## src/rtl/alu_seq.sv

```systemverilog
// Handshaked sequential ALU: single-cycle logic/arith ops plus an iterative
// shift-add multiply, with the result and Z/N/C/V flags held until taken.
module alu_seq #(
  parameter int WIDTH = 8
) (
  input  logic             clk,
  input  logic             reset,
  input  logic             in_valid,
  output logic             in_ready,
  input  logic [WIDTH-1:0] SrcA,
  input  logic [WIDTH-1:0] SrcB,
  input  logic [2:0]       ALUControl,
  output logic             out_valid,
  input  logic             out_ready,
  output logic [WIDTH-1:0] ALUResult,
  output logic             Zero,
  output logic             Negative,
  output logic             Carry,
  output logic             Overflow,
  output logic             busy
);
  localparam int SHW = $clog2(WIDTH);
  localparam logic [SHW:0] CNT_LAST = (SHW+1)'(WIDTH-1);

  localparam logic [2:0] OP_AND = 3'b000, OP_OR  = 3'b001, OP_ADD = 3'b010,
                         OP_SUB = 3'b011, OP_XOR = 3'b100, OP_SLT = 3'b101,
                         OP_SLL = 3'b110, OP_MUL = 3'b111;

  typedef enum logic [1:0] {IDLE, BUSY, DONE} state_t;

  state_t           state;
  logic [WIDTH-1:0] mcand, mplier, acc, acc_nxt;
  logic [SHW:0]     cnt;

  logic             is_sub, c, v;
  logic [WIDTH-1:0] bop, res;
  logic [WIDTH:0]   sum;

  // SUB shares the adder as A + ~B + 1, so its carry-out means "no borrow".
  always_comb begin
    is_sub = (ALUControl == OP_SUB);
    bop    = is_sub ? ~SrcB : SrcB;
    sum    = {1'b0, SrcA} + {1'b0, bop} + {{WIDTH{1'b0}}, is_sub};
    res    = '0;
    c      = 1'b0;
    v      = 1'b0;
    case (ALUControl)
      OP_AND: res = SrcA & SrcB;
      OP_OR:  res = SrcA | SrcB;
      OP_ADD, OP_SUB: begin
        res = sum[WIDTH-1:0];
        c   = sum[WIDTH];
        v   = (SrcA[WIDTH-1] == bop[WIDTH-1]) && (sum[WIDTH-1] != SrcA[WIDTH-1]);
      end
      OP_XOR: res = SrcA ^ SrcB;
      OP_SLT: res = {{(WIDTH-1){1'b0}}, $signed(SrcA) < $signed(SrcB)};
      OP_SLL: res = SrcA << SrcB[SHW-1:0];
      default: res = '0;
    endcase
  end

  assign acc_nxt = mplier[0] ? acc + mcand : acc;

  always_ff @(posedge clk) begin
    if (reset) begin
      state     <= IDLE;
      in_ready  <= 1'b1;
      out_valid <= 1'b0;
      busy      <= 1'b0;
      ALUResult <= '0;
      Zero      <= 1'b0;
      Negative  <= 1'b0;
      Carry     <= 1'b0;
      Overflow  <= 1'b0;
      mcand     <= '0;
      mplier    <= '0;
      acc       <= '0;
      cnt       <= '0;
    end else begin
      case (state)
        IDLE: if (in_valid) begin
          in_ready <= 1'b0;
          if (ALUControl == OP_MUL) begin
            mcand  <= SrcA;
            mplier <= SrcB;
            acc    <= '0;
            cnt    <= '0;
            busy   <= 1'b1;
            state  <= BUSY;
          end else begin
            ALUResult <= res;
            Zero      <= (res == '0);
            Negative  <= res[WIDTH-1];
            Carry     <= c;
            Overflow  <= v;
            out_valid <= 1'b1;
            state     <= DONE;
          end
        end
        BUSY: begin
          acc    <= acc_nxt;
          mcand  <= mcand << 1;
          mplier <= mplier >> 1;
          cnt    <= cnt + 1'b1;
          // Fixed WIDTH iterations regardless of operand values.
          if (cnt == CNT_LAST) begin
            ALUResult <= acc_nxt;
            Zero      <= (acc_nxt == '0);
            Negative  <= acc_nxt[WIDTH-1];
            Carry     <= 1'b0;
            Overflow  <= 1'b0;
            busy      <= 1'b0;
            out_valid <= 1'b1;
            state     <= DONE;
          end
        end
        DONE: if (out_ready) begin
          out_valid <= 1'b0;
          in_ready  <= 1'b1;
          state     <= IDLE;
        end
        default: state <= IDLE;
      endcase
    end
  end
endmodule

```

## config.mk

```make
export PLATFORM = sky130hd
export DESIGN_NAME = alu_seq
export DESIGN_NICKNAME = d
export VERILOG_FILES = /design/src/rtl/alu_seq.sv
export SDC_FILE = /design/constraint.sdc
export NUM_CORES = 1
export LEC_CHECK = 0
export BUFFER_PORTS_ARGS = -buffer_cell sky130_fd_sc_hd__clkbuf_2
export CAP_MARGIN = 20
export CORE_MARGIN = 2
export CORE_UTILIZATION = 54
export DETAILED_ROUTE_END_ITERATION = 8
export PLACE_DENSITY = 0.77
export SYNTH_ARGS = -nofsm -noshare
export SYNTH_HDL_FRONTEND = slang
export SYNTH_SLANG_ARGS = --single-unit
```

## constraint.sdc

```tcl
create_clock -name clk -period 3.3 [get_ports clk]
set_input_delay 0.495 -clock clk [delete_from_list [all_inputs] [get_ports clk]]
set_output_delay 0.495 -clock clk [all_outputs]
set_load 0.02 [all_outputs]
```

Yosys cells after proc, flatten, opt, wreduce, memory -nomap -nowiden. Cells that the tools add are included.

Order comparisons: 1. Reductions and logical operators: 15. Bitwise logic cells: 4. Shifts and indexed selects: 1. Eq/ne operators: 17. Add/subtract/negate cells: 4. Multiplexer cells: 52.

Operators by type and width (number): $mux W8 (11); $pmux W8 S2 (4); $pmux W8 S6 (1); $mux W1 (21); $logic_not A8 Y1 (2); $eq A3 B3 Y1 const B (4); $pmux W1 S2 (6); $ne A2 B2 Y1 const B (5); $add A8 B8 Y9 (1); $add A9 B1 Y9 (1); $reduce_and A3 Y1 (3); $add A8 B8 Y8 (1); $and A8 B8 Y8 (1); $lt A8 B8 Y1 (1); $mux W2 (4); $mux W4 (2); $not A8 Y8 (1); $or A8 B8 Y8 (1); $pmux W4 S2 (1); $reduce_and A4 Y1 (2); $shl A8 B3 Y8 (1); $xor A8 B8 Y8 (1); $eq A3 B2 Y1 const B (2); $pmux W2 S3 (1); other kinds (15) (16).

Output and inout bits: 15. Input bits: 23. Bits in registers: 45. Logic and storage cells: 107.

Logic depth before layout (Yosys ltp).
Depth after elaboration: 10. Gate-level depth with buffers: 13. Mapped depth without buffers: 11.

Worst setup path before layout. Ideal clock, no wire load.

Kind: input to register. From: input ALUControl[2]. To: register Zero. Data required time: 3.227 ns. Cell stages on the path: 13. Slack: -0.087 ns. Setup time: 0.073 ns. Data arrival time: 3.314 ns. Path buffers: 2. Cells stage by stage: buf_2 > nor2b_1 > clkbuf_1 > nand2_1 > xnor2_1 > fa_1 > a211oi_1 > o21ai_1 > a211o_1 > a31oi_1 > nand3_1 > or4_1 > o211ai_2.

Cells in the longest elaborated chain, start to end: 9. Elaborated cells between the ends (all ways): 19. Those cells by class: add/sub (2); eq/ne (8); mux (5); reduce/logical (4).

RTL lines: start, declared (line 12) `input logic [2:0] ALUControl,`; $eq A3 B2 Y1 (line 41, 47); $mux W8 (line 42) `bop = is_sub ? ~SrcB : SrcB;`; $add A8 B8 Y9 (line 43) `sum = {1'b0, SrcA} + {1'b0, bop} + {{WIDTH{1'b0}}, is_sub};`; $add A9 B1 Y9 (line 43); $pmux W8 S6 (line 47) `case (ALUControl)`; $logic_not A8 Y1 (line 92) `Zero <= (res == '0);`; $mux W1 (line 83) `if (ALUControl == OP_MUL) begin`; $mux W1 (line 81) `IDLE: if (in_valid) begin`; $pmux W1 S2 (line 80) `case (state)`; end signal, assigned (line 92); end signal, assigned (line 108) `Zero <= (acc_nxt == '0);`; end, declared (line 16) `output logic Zero,`.

Several ways; a longest one is shown, not always the timed one. The select of a mux whose other input is x is not followed. A chain may end at the register's enable or synchronous reset.

Worst setup path in the final report. Ends and elaborated chain as after synthesis.

==> metrics.md <==
| Metric | Value |
|---|---|
| Maximum clock insertion buffer count | `2` |
| Clock latency of the later-clocked register in the worst-skew pair | `0.31 ns` |
| Mean number of vias per cell | `6.18` |
| Kind of end point of the critical path | `flop` |
| Routability-driven placement congestion ratio | `0.986` |
| Final critical delay including setup and external delays | `2.83 ns` |
| Synth Instances | `474` |
| Number of synthesized flops with an enable pin | `0` |
| Count of state elements after synthesis | `44` |
| Post-route design area | `4110 µm²` |
| Standard cell area after detailed placement | `4000 µm²` |
| Kind of critical path | `in2reg` |
| Synth top area cells | `dfxtp_1, ha_1, nand2_1` |
| Number of distinct standard cells referenced by the synthesized netlist | `66` |
| Switching Power | `501 µW` |
| RSZ-0062 raised after global routing | `no` |
| Number of global-route vias before repair | `3379` |
| GRT overflow | `0` |
| Max-Cap Viols | `0` |
| Post-synthesis instance area | `3730 µm²` |
| Worst-case hold slack | `0.456 ns` |
| Portion of total power attributed to combinational logic | `29.5%` |
| Share of synthesized area occupied by flip-flops and latches | `23.6%` |
| Hold violation count in the final report | `0` |
| Non-filler instance count after layout | `584` |
| Main synth FF type | `dfxtp_1` |
| Crit start category | `input pin` |
| Htree depth | `2` |
| Final worst-path setup slack | `0.472 ns` |
| Worst path arrival time | `3.07 ns` |
| Overall Power | `1.47 mW` |
| TritonRoute pass-1 iters | `5` |
| Yosys Warn Count | `0` |
| Vert. Die Dim | `87.2 µm` |
| Horizontal die dimension | `87.2 µm` |
| Sw Ratio | `34.2%` |
| Count of port buffers added during placement | `37` |
| Core area | `6760 µm²` |
| Count of antenna-violating nets left after detailed routing | `0` |
| Clock tree from TritonCTS | `done` |
| Cell-internal power | `966 µW` |
| Antenna violations before repair | `0` |
| Area of the die | `7600 µm²` |
| Effective utilization at floorplan | `55.3%` |
| Wirelength per Cell | `17.3 µm` |
| Yosys top cell area share | `23.6%` |
| Most common library cell in the layout ignoring fill and taps | `nand2_1` |
| Number of pins exceeding their max-slew limit in the final report | `0` |
| Worst Setup Slack post-DPL | `0.142 ns` |
| Final layout net count | `568` |
| Worst path cell trace | `clkbuf_2 -> nor2b_1 -> nand2_2 -> xnor2_1 -> fa_1 -> a211oi_1 -> o21ai_1 -> a211o_1 -> a31oi_1 -> nand3_1 -> or4_1 -> o211ai_2` |
| Root cell of the clock tree | `clkbuf_8` |
| Area growth from synthesis to final layout | `10.2%` |
| Placed Instances | `576` |
| Post-synthesis cell type with the largest combined area | `dfxtp_1` |
| I/O pins | `38` |
| Final setup violation count | `0` |
| Post-detailed-placement half-perimeter wirelength | `7610 µm` |
| Layout cells sized above 1 | `15.3%` |
| Syn Area/Cell | `7.88 µm²` |
| Vias | `3608` |
| Slew of the pin with the lowest slew margin | `0.849 ns` |
| Total global-route track usage | `27.6%` |
| Share of synthesized registers carrying an async set or reset | `0%` |
| TritonCTS buffer count | `5` |
| Buffer count from post-CTS setup fixing | `0` |
| Max-slew headroom | `43.4%` |
| Maximum resistive drop on vdd | `160 µV` |
| Final Cycle Share | `85.7%` |
| Post-detailed-route DRC marker count | `0` |
| Antenna diode count | `0` |
| Number of rows created at floorplan | `30` |
| Post-CTS sizing | `0` |
| Global-route wire length before repair | `16400 µm` |
| Crit-path leading delay family | `compound AO/OA/AOI/OAI gates` |
| Critical path's slowest cell | `fa_1` |
| Net count after synthesis | `539` |
| Worst min-delay path class | `reg2reg` |
| CTS Hold Buffers Added | `0` |
| Pin count of the biggest net entering global routing | `48` |
| Setup TNS | `0 ns` |
| Total number of clock tree sinks | `44` |
| Clock share of power | `29.9%` |
| WP data required | `3.54 ns` |
| Iteration-0 DRC count of the detailed router | `241` |
| Total wirelength of the detailed-routed design | `10100 µm` |
| Power density over the cells | `356 nW/µm²` |
| Worst clock skew on the final layout | `0.00391 ns` |
| Highest-count cells in the layout ignoring fill and taps | `nand2_1, nor2_1, dfxtp_1, ha_1, clkbuf_2` |
| Achievable clock frequency | `0.354 GHz` |
| Buffers and inverters on the worst path | `1` |
| Peak per-stage delay on the critical path | `0.46 ns` |
| Leak | `1.77 nW` |
| Core Util, Final | `60.9%` |
| Post-CTS clock slew at the launch and capture registers of the worst setup and hold paths | `0.09 ns` |
| Result of the run | `complete, no violations` |
| Biggest fanout along the worst timing path | `4` |
| Seq pwr share | `40.6%` |
| Number of filler cells placed in the layout | `635` |
==> synthesized netlist by cell type, types with 2 or more instances <==
| master | instances |
|---|---|
| o22ai_1 | 2 |
| inv_2 | 2 |
| a21oi_1 | 36 |
| nand3_1 | 16 |
| a31oi_1 | 4 |
| mux4_2 | 4 |
| a22oi_1 | 2 |
| a311oi_1 | 15 |
| and3_1 | 2 |
| xor2_1 | 2 |
| nor3_1 | 7 |
| nor2b_1 | 3 |
| a21o_1 | 6 |
| dfxtp_1 | 44 |
| o21ai_1 | 7 |
| o21bai_1 | 3 |
| a211oi_1 | 6 |
| a221oi_1 | 2 |
| clkbuf_1 | 20 |
| nor4_1 | 2 |
| mux2_2 | 4 |
| nand3b_1 | 3 |
| xnor2_1 | 13 |
| ha_1 | 40 |
| o211ai_1 | 7 |
| o2111ai_1 | 6 |
| inv_1 | 28 |
| nand2b_1 | 7 |
| buf_2 | 6 |
| o21ai_0 | 12 |
| o22a_1 | 5 |
| a31o_1 | 2 |
| mux2i_1 | 10 |
| or2_1 | 2 |
| nand2_1 | 57 |
| o221ai_1 | 2 |
| fa_1 | 2 |
| nor2_1 | 49 |
| nand4_1 | 6 |
| or3_1 | 2 |
==> cells by family after synthesis <==
logic type,share of synthesized area [%]
multiplexers,7.31
flip-flops,23.6
adder cells (fa/ha/maj),14.5
AO/OA/AOI/OAI,23.5
XOR/XNOR,3.52
buffers and inverters,6.43
AND/OR/NAND/NOR,21.2
==> path summary, 6_finish.rpt <==
kind,start,end,slack (ns),cells after the start
worst max-delay path,ALUControl[2],Zero,0.47,12
worst min-delay path,ALUResult[3],ALUResult[3],0.46,2
worst max register to register,mcand[0],ALUResult[6],1.00,9
worst min register to register,ALUResult[3],ALUResult[3],0.46,2
==> worst register-to-register path: cells and delay by family (launching register included) <==
| family | cells | cell delay, ns |
|---|---|---|
| adder cells (fa/ha/maj) | 2 | 0.67 |
| flip-flops | 1 | 0.35 |
| multiplexers | 1 | 0.17 |
| AO/OA/AOI/OAI | 5 | 0.87 |
| AND/OR/NAND/NOR | 1 | 0.10 |
==> metal layers <==
layer  global-route usage, %  vias to the layer above  part of all wire [%]
met5                       0                        -                     0
met4                    8.11                        0                   1.6
met3                    4.08                       12                   5.8
met2                    46.1                      121                    48
met1                    37.0                     1704                    45
li1                        -                     1771                     -
==> sequential cells by signal (all words and copies together), names as in the netlist <==
register and count:
mplier 8, ALUResult 8, state 2, busy 1
mcand 8, out_valid 1, Zero 1, acc 8
cnt 4, in_ready 1, Carry 1, Overflow 1
==> power by group through the flow <==
stage	Sequential, mW	Combinational, mW	Clock (mW)
after global placement	0.606	0.418	0
after floorplan	0.609	0.298	0
final	0.595	0.433	0.438
after detailed placement	0.607	0.427	0
after global routing	0.600	0.478	0.459
after CTS	0.595	0.430	0.440
==> layout make-up <==
class                   instances  area (µm²)  share of cell area (%)
inverters                      30         113                    2.74
clock buffers                   5        68.8                    1.67
well taps                      80         100                    2.43
clock inverters                 3        46.3                    1.13
multi-input cells             371        2620                    63.6
repair buffers                 51         290                    7.06
flip-flops and latches         44         881                    21.4
Note: power is estimated with default switching activity, not from simulation.
